<file path="src/rtl/cache_mem_arbiter_pkg.sv">
// Shared definitions for the cache-to-memory arbiter: FSM encodings, owner ids,
// line geometry and the buffered-writeback payload.
package cache_mem_arbiter_pkg;

  localparam int unsigned LINE_OFF_DEF = 4;
  localparam int unsigned ADDR_W       = 32;
  localparam int unsigned BEAT_W       = 32;
  localparam int unsigned LINE_W       = 128;
  localparam int unsigned TYPE_W       = 3;
  localparam int unsigned STRB_W       = 4;

  localparam logic [1:0] ST_IDLE = 2'd0;
  localparam logic [1:0] ST_REQ  = 2'd1;
  localparam logic [1:0] ST_RESP = 2'd2;

  localparam logic OWN_I = 1'b0;
  localparam logic OWN_D = 1'b1;

  localparam logic [TYPE_W-1:0] RD_TYPE_LINE = 3'b100;

  typedef struct packed {
    logic [TYPE_W-1:0] wtype;
    logic [ADDR_W-1:0] addr;
    logic [STRB_W-1:0] wstrb;
    logic [LINE_W-1:0] data;
  } wb_payload_t;

  // True when a and b fall in the same cache line (offset bits ignored).
  function automatic logic same_line(input logic [ADDR_W-1:0] a,
                                     input logic [ADDR_W-1:0] b,
                                     input int unsigned       off);
    return ((a ^ b) >> off) == '0;
  endfunction

endpackage

</file>
<file path="src/rtl/wb_entry.sv">
// Single-entry writeback buffer: accepts one victim line when empty, presents it
// downstream until accepted, and flags reads that target the buffered line.
module wb_entry
  import cache_mem_arbiter_pkg::*;
#(
  parameter int unsigned LINE_OFF = LINE_OFF_DEF
) (
  input  logic              clk,
  input  logic              reset,
  input  logic              fill_req,
  input  wb_payload_t       fill_payload,
  output logic              fill_rdy,
  output logic              drain_req,
  output wb_payload_t       drain_payload,
  input  logic              drain_rdy,
  input  logic [ADDR_W-1:0] cmp_a_addr,
  input  logic [ADDR_W-1:0] cmp_b_addr,
  output logic              hit_a,
  output logic              hit_b
);

  logic        wb_valid;
  wb_payload_t wb_q;

  always_ff @(posedge clk) begin
    if (reset) begin
      wb_valid <= 1'b0;
    end else if (drain_req && drain_rdy) begin
      wb_valid <= 1'b0;
    end else if (fill_req && fill_rdy) begin
      wb_valid <= 1'b1;
    end
  end

  // Payload needs no reset; it is only observed while wb_valid is set.
  always_ff @(posedge clk) begin
    if (fill_req && fill_rdy) begin
      wb_q <= fill_payload;
    end
  end

  assign fill_rdy      = !wb_valid;
  assign drain_req     = wb_valid;
  assign drain_payload = wb_q;
  assign hit_a         = wb_valid && same_line(cmp_a_addr, wb_q.addr, LINE_OFF);
  assign hit_b         = wb_valid && same_line(cmp_b_addr, wb_q.addr, LINE_OFF);

endmodule

</file>
<file path="src/rtl/cache_mem_arbiter.sv">
// Shares the memory read/write port between icache and dcache: round-robin line
// refills (one outstanding) plus an independent one-entry dcache writeback path.
module cache_mem_arbiter
  import cache_mem_arbiter_pkg::*;
#(
  parameter int unsigned LINE_OFF = LINE_OFF_DEF
) (
  input  logic              clk,
  input  logic              reset,
  input  logic              i_rd_req,
  input  logic [TYPE_W-1:0] i_rd_type,
  input  logic [ADDR_W-1:0] i_rd_addr,
  output logic              i_rd_rdy,
  output logic              i_ret_valid,
  output logic              i_ret_last,
  output logic [BEAT_W-1:0] i_ret_data,
  input  logic              d_rd_req,
  input  logic [TYPE_W-1:0] d_rd_type,
  input  logic [ADDR_W-1:0] d_rd_addr,
  output logic              d_rd_rdy,
  output logic              d_ret_valid,
  output logic              d_ret_last,
  output logic [BEAT_W-1:0] d_ret_data,
  input  logic              d_wr_req,
  input  logic [TYPE_W-1:0] d_wr_type,
  input  logic [ADDR_W-1:0] d_wr_addr,
  input  logic [STRB_W-1:0] d_wr_wstrb,
  input  logic [LINE_W-1:0] d_wr_data,
  output logic              d_wr_rdy,
  output logic              m_rd_req,
  output logic [TYPE_W-1:0] m_rd_type,
  output logic [ADDR_W-1:0] m_rd_addr,
  input  logic              m_rd_rdy,
  input  logic              m_ret_valid,
  input  logic              m_ret_last,
  input  logic [BEAT_W-1:0] m_ret_data,
  output logic              m_wr_req,
  output logic [TYPE_W-1:0] m_wr_type,
  output logic [ADDR_W-1:0] m_wr_addr,
  output logic [STRB_W-1:0] m_wr_wstrb,
  output logic [LINE_W-1:0] m_wr_data,
  input  logic              m_wr_rdy
);

  logic [1:0]  state, state_nx;
  logic        owner, owner_nx;
  logic        last_grant, last_grant_nx;
  logic        i_hit, d_hit, i_elig, d_elig;
  logic        own_req, in_req, in_resp;
  wb_payload_t wr_payload, wb_out;

  assign wr_payload = '{wtype: d_wr_type, addr: d_wr_addr, wstrb: d_wr_wstrb, data: d_wr_data};

  wb_entry #(.LINE_OFF(LINE_OFF)) u_wb (
    .clk          (clk),
    .reset        (reset),
    .fill_req     (d_wr_req),
    .fill_payload (wr_payload),
    .fill_rdy     (d_wr_rdy),
    .drain_req    (m_wr_req),
    .drain_payload(wb_out),
    .drain_rdy    (m_wr_rdy),
    .cmp_a_addr   (i_rd_addr),
    .cmp_b_addr   (d_rd_addr),
    .hit_a        (i_hit),
    .hit_b        (d_hit)
  );

  assign m_wr_type  = wb_out.wtype;
  assign m_wr_addr  = wb_out.addr;
  assign m_wr_wstrb = wb_out.wstrb;
  assign m_wr_data  = wb_out.data;

  // A read to the line sitting in the write buffer waits until it drains.
  assign i_elig  = i_rd_req && !i_hit;
  assign d_elig  = d_rd_req && !d_hit;
  assign in_req  = (state == ST_REQ);
  assign in_resp = (state == ST_RESP);
  assign own_req = (owner == OWN_D) ? d_rd_req : i_rd_req;

  always_ff @(posedge clk) begin
    if (reset) begin
      state      <= ST_IDLE;
      owner      <= OWN_I;
      last_grant <= OWN_I;
    end else begin
      state      <= state_nx;
      owner      <= owner_nx;
      last_grant <= last_grant_nx;
    end
  end

  always_comb begin
    state_nx      = state;
    owner_nx      = owner;
    last_grant_nx = last_grant;
    case (state)
      ST_IDLE: begin
        if (i_elig || d_elig) begin
          if (i_elig && d_elig) owner_nx = ~last_grant;
          else                  owner_nx = d_elig ? OWN_D : OWN_I;
          last_grant_nx = owner_nx;
          state_nx      = ST_REQ;
        end
      end
      ST_REQ:  if (own_req && m_rd_rdy)       state_nx = ST_RESP;
      ST_RESP: if (m_ret_valid && m_ret_last) state_nx = ST_IDLE;
      default: state_nx = ST_IDLE;
    endcase
  end

  assign m_rd_req  = in_req && own_req;
  assign m_rd_type = (owner == OWN_D) ? d_rd_type : i_rd_type;
  assign m_rd_addr = (owner == OWN_D) ? d_rd_addr : i_rd_addr;

  assign i_rd_rdy = in_req && (owner == OWN_I) && m_rd_rdy;
  assign d_rd_rdy = in_req && (owner == OWN_D) && m_rd_rdy;

  // Beats go only to the owner; data is broadcast since valid qualifies it.
  assign i_ret_valid = in_resp && (owner == OWN_I) && m_ret_valid;
  assign i_ret_last  = in_resp && (owner == OWN_I) && m_ret_last;
  assign d_ret_valid = in_resp && (owner == OWN_D) && m_ret_valid;
  assign d_ret_last  = in_resp && (owner == OWN_D) && m_ret_last;
  assign i_ret_data  = m_ret_data;
  assign d_ret_data  = m_ret_data;

endmodule
</file>
<file path="config.mk">
export PLATFORM = sky130hd
export DESIGN_NAME = cache_mem_arbiter
export DESIGN_NICKNAME = d
export VERILOG_FILES = /design/src/rtl/cache_mem_arbiter_pkg.sv /design/src/rtl/wb_entry.sv /design/src/rtl/cache_mem_arbiter.sv
export SDC_FILE = /design/constraint.sdc
export NUM_CORES = 1
export LEC_CHECK = 0
export BUFFER_PORTS_ARGS = -buffer_cell sky130_fd_sc_hd__buf_2
export CAP_MARGIN = 20
export CORE_AREA = 2 2 212 214
export DETAILED_ROUTE_END_ITERATION = 8
export DIE_AREA = 0 0 214 216
export PLACE_DENSITY_LB_ADDON = 0.2
export SLEW_MARGIN = 0
export SYNTH_ARGS = -nofsm -noshare
export SYNTH_HDL_FRONTEND = slang
export SYNTH_HIERARCHICAL = 1
export SYNTH_SLANG_ARGS = --single-unit
</file>
<file path="constraint.sdc">
create_clock -name clk -period 11.6 [get_ports clk]
set_clock_uncertainty 0.15 [all_clocks]
set_input_delay 1.16 -clock clk [delete_from_list [all_inputs] [get_ports clk]]
set_output_delay 1.16 -clock clk [all_outputs]
set_load 0.02 [all_outputs]
</file>
# Word level (Yosys, flattened, before mapping)
# Cells that the tools add are included.
# Widths: inputs -> output; s select.
op_classes:
  eq_ne: 5
  muxes: 9
  bitwise_logic: 3
  n_reduce_logical: 30
ops:
  columns: ["cell", "count"]
  rows:
  - ["$logic_not 32->1", 2]
  - ["$xor 32x32->32", 2]
  - ["$mux 32", 1]
  - ["$logic_and 1x1->1", 20]
  - ["$mux 2", 3]
  - ["$pmux 2 s3", 1]
  - ["$ne 2x1->1 const B", 2]
  - ["$logic_not 1->1", 3]
  - ["$mux 1", 3]
  - ["$mux 3", 1]
  - ["$reduce_and 3->1", 1]
  - ["$eq 2x1->1 const B", 1]
  - ["$eq 2x2->1 const B", 1]
  - ["$logic_not 2->1", 1]
  - ["$ne 2x2->1 const B", 1]
  - ["$reduce_and 2->1", 1]
  - ["$reduce_or 2->1", 1]
  - ["$logic_or 1x1->1", 1]
  - ["$not 1->1", 1]
totals:
  regBits: 171
  inputBits: 278
  elab_cells: 54

# Logic depth before layout (Yosys ltp)
# Gate-level depths: netlist of the first run.
logic_depth:
  ltp_word: 8
  ltp_mapped: 7
  depth_no_buf: 7

# Hierarchy
# The synthesis of the first run kept the hierarchy.
modules_own_cells:
  columns: ["mod", "instances", "cells_each", "area_per_inst_um2", "seq_area_each_um2"]
  rows:
  - ["wb_entry", 1, 248, 5680.4, 5034.8]
  - ["cache_mem_arbiter", 1, 133, 1137.3, 60.1]

# Worst setup path after synthesis of the first run
# OpenSTA, ideal clock, no wires.
synth_timing:
  path_type: "input to register"
  from: "input port d_wr_req"
  to: "register u_wb.wb_q (netlist bit u_wb/drain_payload[0]), enable pin"
  t_arrival_ps: 8374
  required_ps: 10738
  path_slack_ps: 2364
  cell_stages: 1
  n_path_buf: 0
  cell_sequence: "nor2b_1"
synth_between:
  elab_chain_cells: 1
synth_lines:
  columns: ["item", "line_no", "rtl"]
  rows:
  - ["start: declaration", "cache_mem_arbiter.sv:24", "input logic d_wr_req,"]
  - ["$logic_and 1x1->1", "wb_entry.sv:37", "if (fill_req && fill_rdy) begin"]
  - ["end signal: assignment", "wb_entry.sv:38", "wb_q <= fill_payload;"]
  - ["end: declaration", "wb_entry.sv:23", "wb_payload_t wb_q;"]
# No other way between the ends.
# A chain may end at the register's enable or synchronous reset.

==> summary.md, run 1 <==
The number of iterations in the first detailed-routing pass is 4, and the post-cts repair resize count is 0. Number of max-capacitance violations reported: 0. The first global-routing pass estimated 38.0 mm of wire. The number of clock sinks seen by CTS was 171; the power per cell area was 159 nW/um^2. Summing every instance area after synthesis gives 6820 um^2. 553 I/O pins were placed. Vias per cell: 3.43. The worst-case headroom to the max-slew limit came out at 35.7%. The logs give 30 for the number of library cell types mapped by synthesis and 0 for the total grt overflow.

The cell depth of the worst min-delay path was 1; the number of vias after detailed routing was 4801. At the worst endpoint, the required time is 10.29 ns. Derived from the worst setup path, the maximum achievable clock frequency is 294 MHz. In the synthesized netlist, the cells that appear most often are 167 x sky130_fd_sc_hd__edfxtp_1, 64 x sky130_fd_sc_hd__buf_4, 37 x sky130_fd_sc_hd__xor2_1.

After detailed routing, the number of remaining DRC violations is 0. The synthesized design spends more area on one cell type than any other, namely sky130_fd_sc_hd__edfxtp_1. The wire-length estimate of the detail-placed layout is 23.5 mm. The worst endpoint data arrival time is 2.10 ns.

The multi-input gate area in the final layout is 1200 um^2. The multiplexer fraction of the synthesized cell area is 6.00%. After synthesis, the largest family of logic cells by area is buffers and inverters.

For this design, the CTS-stage hold fixing added 0 buffers. The most used flip-flop cell after synthesis is sky130_fd_sc_hd__edfxtp_1. The final max-slew violation count came out at 0.

Sorting the synthesized cells by area gives the leading types as sky130_fd_sc_hd__edfxtp_1 74%, sky130_fd_sc_hd__buf_4 7.0%, sky130_fd_sc_hd__mux2_2 5.8%. The logs give 0.137 mV for the maximum resistive drop on vdd and 12.0% for the total track usage. In the finished design, the share of the clock period the worst path needs comes to 29.4%. The starting density of the core came out at 15.6%.

The kind of critical path was reg2out. After detailed routing, the average wire length per cell comes to 20.1 um. The number of buffers and inverters on the critical path is 2. The floorplan step defined a core boundary enclosing 43800 um^2.

The initial antenna violation count was 9. The critical path runs through a total of 5 cells. Number of enable flip-flop cells after synthesis: 167. The proportion of synthesized flip-flops having asynchronous set or reset came out at 0%.

Via count of the first global-routing pass: 5150. At the later pin of the worst-skew pair, clock insertion delay measures 0.47 ns. The die covers 46200 um^2. The congestion estimate from routability-driven global placement came to 0.793. Along the worst path, the maximum fanout reaches 39. For this block, the routed nets add up to 28.1 mm of wire.

CTS placed an instance of sky130_fd_sc_hd__clkbuf_16 at the clock tree root. The routed design could run at a clock period as short as 3.41 ns. The x dimension of the die works out to 214 um. Traced cell by cell, the critical path runs through buf_4, mux2_4, nand2_1, nor2_1, buf_2. In the post-synthesis netlist, the cell with the most instances is sky130_fd_sc_hd__edfxtp_1. The first-iteration detailed-routing DRC count is 243, and the fraction of the yosys area taken by sequential cells is 74.7%. The run finished with clean final reports. Depth of the worst register-to-register path: 3. The share of synthesized cell area in full adder, half adder and majority cells works out to 0%.

The transition time at the pin with the least slew margin came out at 0.964 ns. On the critical path, the stage with the largest delay is an instance of sky130_fd_sc_hd__buf_4. The met1 routing resource usage after global routing is 11.0%. The proportion of netlist area held by the largest area contributor is 73.6%. Setup repair after global routing left no endpoint under its margin. In the synthesized netlist, the number of instances is 381.

The tools report the critical path endpoint category as an output pin. The number of cell rows is 77, and the register bit count reported by yosys is 171. The core occupancy in the finished layout is 22.8%, and the final count of negative-setup-slack endpoints is 0. The worst hold path class is reg2reg. The final layout contains 1069 nets. Cells with a size suffix above 1 make up 66.3% of the layout. The area taken by flip-flops and latches is 5100 um^2. The total count of hold-check failures in the final report is 0, and the number of buffers inserted during clock tree synthesis is 17.

The count of synthesis-stage warnings from yosys came out at 6. The critical path startpoint category is a flop. The global routing stage identified its most utilized layer as met2. In this run the static leakage power is 0.00419 uW. The synthesized netlist devotes 0.899% of its cell area to compound gates. In the global route stage, met3 resource usage came out at 5.99%. The number of inserted filler cells in the final layout is 4692, and the final antenna-violating net count is 0. Buffers placed on the I/O ports in this run total 456. The tools report the final total power as 1590 uW. Pin count of the biggest net entering global routing: 75. The run gives 0 as the post-CTS repair timing setup buffer count.

Share of the synthesized netlist area taken by xor and xnor gates: 7.07%. The family with the most delay on the worst path was buffers and inverters. For the final routed database, the setup TNS stands at 0 ns. When the netlist entered floorplanning its net count stood at 659.

For this run, global-route usage on met2 was measured as 21.9%. TritonCTS built the clock tree. A synthesized cell averages 17.9 um^2. After Yosys synthesis, and, or, nand and nor cells account for 3.58% of the synthesized area. From synthesis to final layout, the design area changed by 46.7%. The largest single stage delay on the critical path is 0.49 ns.

The worst-case clock buffer depth is 2, and the deepest level of the CTS H-tree is 4. The post-CTS clock slew at the launch and capture registers of the worst setup and hold paths was 0.07 ns; the floorplan die height was 216 um.
==> cell families after synthesis <==
family	Yosys count
buffers and inverters	73
xor gates and xnor gates	55
and+or+nand+nor	39
muxes	36
DFF	171
AOI/OAI and AO/OA	7
==> stage by stage <==
stage | std cells | hold slack (ns) | area, um^2 | setup slack, ns
after global routing | 1396 | 0.519 | 10000 | 8.01
final | 1398 | 0.457 | 10000 | 8.19
after detailed placement | 1364 | 0.480 | 9370 | 8.07
after global placement | 1364 | 0.477 | 9370 | 8.10
after CTS | 1396 | 0.491 | 10000 | 8.07
after floorplan | 381 | 0.365 | 6820 | 2.36
==> cell usage in the layout (no fill, tap or decap), types with 4 or more instances in the layout <==
cell and n:
sky130_fd_sc_hd__buf_4 4, sky130_fd_sc_hd__xnor2_1 18, sky130_fd_sc_hd__nor4_1 8, sky130_fd_sc_hd__buf_2 456, sky130_fd_sc_hd__mux2_2 35, sky130_fd_sc_hd__inv_1 4, sky130_fd_sc_hd__edfxtp_1 167, sky130_fd_sc_hd__inv_8 5
sky130_fd_sc_hd__nand4_1 6, sky130_fd_sc_hd__clkbuf_16 17, sky130_fd_sc_hd__nor2_1 6, sky130_fd_sc_hd__nand2_1 5, sky130_fd_sc_hd__xor2_1 37
==> layout make-up <==
type,count,area share (%)
clock inverters,14,2.00
flip-flops and latches,171,51.0
clock buffers,18,4.29
repair buffers,460,23.1
multi-input cells,137,12.0
inverters,4,0.150
diodes,2,0.0500
well taps,592,7.41
==> sequential cells by signal, summed over array words and instances, names as in the netlist <==
register / cells
u_wb/drain_payload: 167
u_wb/drain_req: 1
state: 2
last_grant: 1
==> power by group <==
part / switching (uW) / internal, uW / total, uW
combinational: 145 / 87.6 / 232
clock: 283 / 331 / 614
sequential: 19.3 / 724 / 743
total: 446 / 1140 / 1590
==> routing by layer <==
metal,part of all wire (%),routed length (um),vias up
met5,0.34,96,-
met2,54,15100,306
met4,3.6,1020,14
li1,-,-,2177
met3,9.9,2780,79
met1,33,9170,2225
==> worst paths after layout <==
check                                                  from                                to  slack [ns]
worst min register to register      last_grant$_SDFFE_PP0P_           last_grant$_SDFFE_PP0P_        0.46
worst min-delay path                last_grant$_SDFFE_PP0P_           last_grant$_SDFFE_PP0P_        0.46
worst max-delay path                last_grant$_SDFFE_PP0P_                          m_rd_req        8.19
worst max register to register  u_wb/drain_req$_SDFFE_PP0P_  u_wb/drain_payload[61]$_DFFE_PP_        8.90
No activity file was read; power rests on OpenSTA's default activity.
==> run 2, diff against run 1 <==
clock period = 3.3 ns   (was 11.6 ns; I/O delays follow)
==> run 2 against run 1 <==
Sequential power rose to 3.5 times the previous value. Largest power group unchanged. Die area unchanged. Highest routed layer unchanged. Utilization up 3.9 points. Critical path type is now reg2reg. Total power rose to 3.6 times the previous value. Critical path depth up 2. Global-route usage up 0.26 points.
==> summary.md, run 2 (same netlist as run 1, synthesis figures left out) <==
The vias per cell was 3.42; the depth of the worst register-to-register path was 7. For the post-CTS repair timing setup buffer count, the log shows 0. In the final timing run, aggregate negative setup slack is 0 ns. The critical path goes through xor2_1, nor4_1, nand4_1, nor4_2, inv_1, a221oi_1, nor4_4.

For this run, the top clock speed supported by timing is 399 MHz. The hold path startpoint is reset. The standard cell with the maximum stage delay on the critical path is sky130_fd_sc_hd__nor4_1.

Row generation in the floorplan step produced 77 rows. CTS saw 171 sinks. Dividing the final minimum period by the clock period gives 76.0%. The first TritonRoute pass finished after 4 iterations.

Summed over all cells, the static leakage comes to 0.00491 uW. The final instance area is 11700 um^2. Global routing used 12.3% of the available tracks across all layers. For the insertion delay of the later-clocked pin in the worst-skew pair, the log shows 0.46 ns. The run gives 0 as the final routed DRC violation total.

The logs give 0.403 mV for the maximum resistive drop on vdd and 3.49 ns for the data required time of the critical path. For the routability congestion estimate from global placement, the log shows 0.831. Summed over all layers, the routed wires come to 28.4 mm.

Counting I/O delays and the setup requirement, the final critical path takes 2.51 ns. The floorplan step defined a core boundary enclosing 43800 um^2. The post-cts repair resize count is 0. Entering global routing, the biggest net connects 73 pins. TritonCTS built the clock tree.

The final antenna-violating net count came out at 0. For the initial antenna violation count, the log shows 2. The critical path in this run is classified as reg2reg.

Die area: 46200 um^2. The library cells used most frequently in the layout, excluding fill and tap cells, are 456 x sky130_fd_sc_hd__buf_2, 169 x sky130_fd_sc_hd__dlygate4sd3_1, 167 x sky130_fd_sc_hd__edfxtp_1. For the pin with the worst max-slew slack, the measured transition is 0.626 ns. Before CTS, the worst setup slack after placement is 0.780 ns. Setup violations remaining at the end of the flow were counted as 0. The startpoint of the worst-slack reg-to-reg timing path is u_wb/drain_payload[159]$_DFFE_PP_.

Setup repair after global routing left no endpoint under its margin. For the worst setup path, the data arrival time is 2.70 ns. The post-route netlist has 55.0% of its cells at a drive strength greater than 1. At the end of the flow, the number of nets in the layout was 1238. The run gives 23.0 mm as the half-perimeter wire length of the detailed placement result. For this design the ratio of total power to cell area is 492 nW/um^2.

Setup slack closes at 0.792 ns. Measured against its own limit, the worst slew margin works out to 57.8%. The via count of the first global-routing pass is 6017, and the number of port buffers is 456. The instance area after placement is 9410 um^2. After clock tree synthesis, the clock-pin slew on the worst setup and hold paths is 0.08 ns.

The layout overhead on the synthesized area was 72.0%. The logs give 0 for the total grt overflow and 169 for the number of buffers added to fix hold violations after cts. The logs give 15.6% for the starting density of the core and 17 for the number of buffers inserted during clock tree synthesis.

The worst hold path passes through 2 cells. The most critical setup path has its startpoint at u_wb/drain_payload[159]$_DFFE_PP_. The per-cell routed wire length came out at 18.2 um. The worst setup path is captured at a flop.

The run finished with clean final reports. The flip-flop count of the largest register, all copies and words added is 167, and the top-level I/O count is 553. The final max-slew violation count was 0; the x dimension of the die was 214 um. The total count of hold-check failures in the final report is 0.

Top fanout value on the critical path: 3. The floorplan step set the die height to 216 um. The tree is rooted in a sky130_fd_sc_hd__clkbuf_16. The number of max-capacitance violations reported came out at 0. The clock tree synthesis step divided the H-tree into 4 levels.

The worst setup path is launched from a flop. The delay of the slowest critical-path stage is 0.49 ns, and the global-route wire length before repair is 40.2 mm. In this run the deepest clock path goes through 2 buffers.

The library cell used most frequently in the layout, excluding fill and tap cells, is sky130_fd_sc_hd__buf_2. The number of vias after detailed routing is 5349. The worst hold path class was in2reg. First-iteration detailed-routing DRC count: 178.
[run 2: through the flow]
| stage | hold slack, ns | total power, uW | instances | utilization, % |
|---|---|---|---|---|
| after floorplan | 0.249 | 3180 | 381 | - |
| after global placement | 0.356 | 3510 | 1364 | 21.5 |
| after detailed placement | 0.358 | 3510 | 1364 | 21.5 |
| after CTS | 0.00821 | 5890 | 1565 | 26.7 |
| after global routing | 0.0342 | 6000 | 1565 | 26.7 |
| final | 0.0461 | 5770 | 1566 | 26.8 |
[run 2: per-layer routing]
layer | vias to the layer above | GRT usage [%] | wire length, um
li1 | 2511 | - | -
met3 | 80 | 4.89 | 2310
met1 | 2471 | 11.8 | 9970
met2 | 285 | 22.3 | 14900
met4 | 2 | 6.76 | 1280
met5 | - | 0 | 13
[run 2: worst paths after layout]
kind,to,slack (ns)
max reg2reg,state[0]$_SDFFE_PP0P_,0.79
max,state[0]$_SDFFE_PP0P_,0.79
min reg2reg,state[0]$_SDFFE_PP0P_,0.52
min,last_grant$_SDFFE_PP0P_,0.05
[run 2: area by class of cell]
type / instances / area (um^2)
Clock buffer: 17 / 425
Antenna cell: 1 / 2.50
Inverter: 4 / 15.0
Fill cell: 4584 / 32100
Tap cell: 592 / 741
Multi-Input combinational cell: 137 / 1200
Sequential cell: 171 / 5100
Timing Repair Buffer: 629 / 4040
Clock inverter: 15 / 198
[run 2: critical path, delay by kind of cell (launching register included)]
| kind | cells | cell delay (ns) |
|---|---|---|
| DFF | 1 | 0.44 |
| AOI/OAI and AO/OA | 1 | 0.39 |
| buffers and inverters | 1 | 0.10 |
| xor gates and xnor gates | 1 | 0.19 |
| and+or+nand+nor | 4 | 1.13 |
[run 2: power breakdown]
group | internal, uW | total, uW | leakage, uW | switching (uW)
clock network | 1160 | 2170 | 0.000308 | 1010
registers | 2540 | 2610 | 0.00163 | 65.6
logic | 447 | 992 | 0.00297 | 545
total | 4150 | 5770 | 0.00491 | 1620
==> run 3, diff against run 2 <==
ABC_AREA = 1   (was unset)
CORE_AREA = 2 2 213 215   (was 2 2 212 214)
DIE_AREA = 0 0 215 217   (was 0 0 214 216)
clock period = 2.4 ns   (was 3.3 ns; I/O delays follow)
==> run 3 against run 2 <==
Cell count increased by 19%. Hold slack better by 0.027 ns. Clock power grew 28%. Sequential power increased by 37%. Critical path depth down 2. Highest routed layer unchanged. Combinational power grew 53%. Sequential cell count did not move. Synthesized area rose by 6.8%. Via count rose by 23%. Design area is 3.9% higher. Register-to-register slack worse by 0.29 ns. Global-route usage rose by 2.0 points.
==> summary.md, run 3 <==
The tightest hold path in the finished design has a slack of 0.0728 ns. The most used flip-flop cell after synthesis is sky130_fd_sc_hd__edfxtp_1. Timing would allow up to 456 MHz.

The most common cell in the synthesized netlist is sky130_fd_sc_hd__nand2_1. Counting instances in the post-synthesis netlist gives the leading cell types as 262 x sky130_fd_sc_hd__nand2_1, 167 x sky130_fd_sc_hd__edfxtp_1, 85 x sky130_fd_sc_hd__inv_1. The floorplan die height works out to 217 um. The sequential power share is 45.3%, and the average size of a mapped cell is 10.9 um^2.

The final count of negative-setup-slack endpoints was 0. In this run switching power makes up 29.5% of total power. The post-CTS clock slew at the launch and capture registers of the worst setup and hold paths came out at 0.08 ns.

Sequential elements use 70.0% of the synthesized area. Of the total power, combinational logic draws 19.3%. For this design the static power due to leakage is 0.00577 uW. TritonCTS built the clock tree. In the routed design, unresolved DRC markers number 0.

Setup repair after global routing left no endpoint under its margin. Net count after synthesis: 945. The initialized floorplan defines 78 standard-cell rows.

For this design, the sink count on the clock tree is 171. For the number of max-capacitance violations reported, the log shows 0. The run gives 2320 uW as the net switching power. The tools report the number of library cell types mapped by synthesis as 19. The post-CTS repair timing setup buffer count was 0. Of the total power, the clock network draws 35.3%.

The tightest min-delay check is of the in2reg type. From synthesis to final layout, the design area changed by 67.4%. In this run, post-CTS repair resized a total of 0 instances.

The clock tree root buffer cell was sky130_fd_sc_hd__clkbuf_16. Leaving out fill and tap cells, the most frequent cell in the layout is sky130_fd_sc_hd__buf_2. For the pin with the worst max-slew slack, the measured transition is 0.666 ns.

The die covers 46700 um^2. Routability congestion estimate from global placement: 0.770. In this run the critical register-to-register path is launched from u_wb/drain_payload[144]$_DFFE_PP_. Area inside the core boundary: 44700 um^2. The register-to-register setup slack was 0.50 ns; the final routed wirelength across all metal layers was 34.0 mm.

First-iteration detailed-routing DRC count: 255. Entering global routing, the biggest net connects 45 pins. Of all cell types, the one taking the most synthesized area is sky130_fd_sc_hd__edfxtp_1.

The logs give 0 for the final max-slew violation count and 4 for the number of iterations in the first detailed-routing pass. The tools report the final antenna-violating net count as 0. The run finished with clean final reports. In this run the horizontal extent of the chip is 215 um. The total count of hold-check failures in the final report was 0.

Synthesis handed over a netlist of 667 instances. The via count of the first global-routing pass came out at 6953. The kind of critical path is reg2out.

In the final routed layout, each cell accounts on average for 18.2 um. The proportion of netlist area held by the largest area contributor is 68.9%. The number of port buffers was 456; the initial antenna violation count was 3.

TritonCTS created 17 clock buffers. In the synthesized netlist the async set-or-reset flop fraction comes to 0%. The synthesized design contains 167 enable-type register cells.

For the number of nets in the finished design, the log shows 1527. The terminating pin of the worst hold path is state[1]$_SDFFE_PP0P_. For the number of buffers added to fix hold violations after cts, the log shows 172. Headroom to the max-slew limit came out at 55.6%. The data required time of the critical path came out at 2.01 ns. The post-route netlist has 39.5% of its cells at a drive strength greater than 1. The synthesized netlist occupies a cell area of 7280 um^2.

The minimum period implied by the final worst setup slack is 2.19 ns. Dividing the detail-routed via count by the number of cells gives 3.53. The worst setup path is launched from a flop. The initial utilization of the core area, before any placement, comes to 16.3%.

The top fanout value on the critical path works out to 22. The power per cell area was 646 nW/um^2; the core occupancy in the finished layout was 27.3%. The tools report the number of cells in the design after placement as 1658.

In the layout the commonest cells are 456 x sky130_fd_sc_hd__buf_2, 262 x sky130_fd_sc_hd__nand2_1, 172 x sky130_fd_sc_hd__dlygate4sd3_1. The H-tree was split into 4 levels. Global routing finished with a remaining overflow of 0.

The clock passes through at most 2 buffers. For the worst-skew pair, the clock arrives at the later sink with an insertion delay of 0.46 ns. Summed over all nets, the half-perimeter wirelength after detailed placement is 27.5 mm. At the worst endpoint, the arrival time is 1.80 ns.

The worst register-to-register path has a depth of 13. Yosys attributes the largest share of cell area to sky130_fd_sc_hd__edfxtp_1 69%, sky130_fd_sc_hd__nand2_1 14%, sky130_fd_sc_hd__buf_4 6.9%. The worst setup path is captured at an output pin. For this run, the number of Yosys warnings is 6. The run gives 553 as the top-level I/O count. Global routing used 14.3% of the available tracks across all layers. The detailed router placed 6578 vias in this run. The first global-routing pass estimated 46.8 mm of wire. The finished layout holds 1863 standard cells, fillers aside. The worst hold path begins at m_rd_rdy. The tools report the capture instance of the worst register-to-register path as state[0]$_SDFFE_PP0P_. The portion of the clock cycle consumed by the worst path in the final layout came out at 91.3%.

Internal power comes to 5560 uW. The multi-input gate area in the final layout was 1340 um^2. The sequential cells in the finished layout cover a total of 5100 um^2. Counting the fill cells in the layout gives 4819. The register with the most flip-flops in the layout has 167 of them.

The maximum resistive drop on vdd was 0.497 mV. The synthesized design contains 171 register bits. The cell depth of the worst min-delay path works out to 5.
## run 3: power groups by stage
| stage | registers [uW] | logic (uW) | clock network [uW] |
|---|---|---|---|
| 6_report | 3570 | 1520 | 2780 |
| 3_5_place_dp | 3640 | 1340 | 0 |
| 3_3_place_gp | 3630 | 1330 | 0 |
| 5_1_grt | 3590 | 1660 | 2980 |
| 2_1_floorplan | 3860 | 564 | 0 |
| 4_1_cts | 3570 | 1560 | 2900 |
## run 3: how the worst max path moves through the flow
stage | from | end | slack (ns) | cells after the start
after global routing | last_grant$_SDFFE_PP0P_ | m_rd_addr[27] | 0.11 | 5
final | last_grant$_SDFFE_PP0P_ | m_rd_addr[27] | 0.21 | 5
after detailed placement | u_wb/drain_payload[144]$_DFFE_PP_ | state[0]$_SDFFE_PP0P_ | 0.34 | 13
after global placement | u_wb/drain_payload[144]$_DFFE_PP_ | state[0]$_SDFFE_PP0P_ | 0.28 | 13
after floorplan | u_wb/drain_req$_SDFFE_PP0P_ | u_wb/drain_payload[0]$_DFFE_PP_ | -1.01 | 1
after CTS | last_grant$_SDFFE_PP0P_ | m_rd_addr[27] | 0.15 | 5
## run 3: worst max-delay path, stage by stage (launching register included)
cell and delay (ns):
sky130_fd_sc_hd__dfxtp_2 0.33, sky130_fd_sc_hd__inv_2 0.37, sky130_fd_sc_hd__buf_12 0.24, sky130_fd_sc_hd__nand2_1 0.06, sky130_fd_sc_hd__nand2_1 0.13, sky130_fd_sc_hd__buf_2 0.19
## run 3: kinds of logic after synthesis
group / share of synthesized area [%]
DFF: 70.0
buffers and inverters: 11.7
AOI/OAI and AO/OA: 1.13
and+or+nand+nor: 16.7
xor gates and xnor gates: 0.481
## run 3: metrics by stage
step	instance area, um^2	TNS, ns	total power, uW	setup WS (ns)
final	12200	0	7880	0.209
after global routing	12200	0	8230	0.106
after CTS	12200	0	8030	0.146
after detailed placement	9900	0	4970	0.339
after global placement	9900	0	4970	0.284
after floorplan	7290	-168.86	4430	-1.01
## run 3: area by class of cell
| type | count | share of cell area (%) |
|---|---|---|
| well taps | 600 | 6.16 |
| clock buffers | 18 | 3.52 |
| clock inverters | 14 | 1.09 |
| flip-flops and latches | 171 | 41.8 |
| inverters | 86 | 2.65 |
| diodes | 1 | 0.0205 |
| multi-input cells | 338 | 11.0 |
| repair buffers | 635 | 33.7 |
## run 3: metal layers
layer  routed length (um)  vias to the layer above  global-route usage (%)
met5                   27                        -                       0
met4                 1810                        4                    8.60
met3                 2440                       85                    4.22
met1                12000                     2954                    14.2
li1                     -                     3222                       -
met2                17700                      313                    26.2
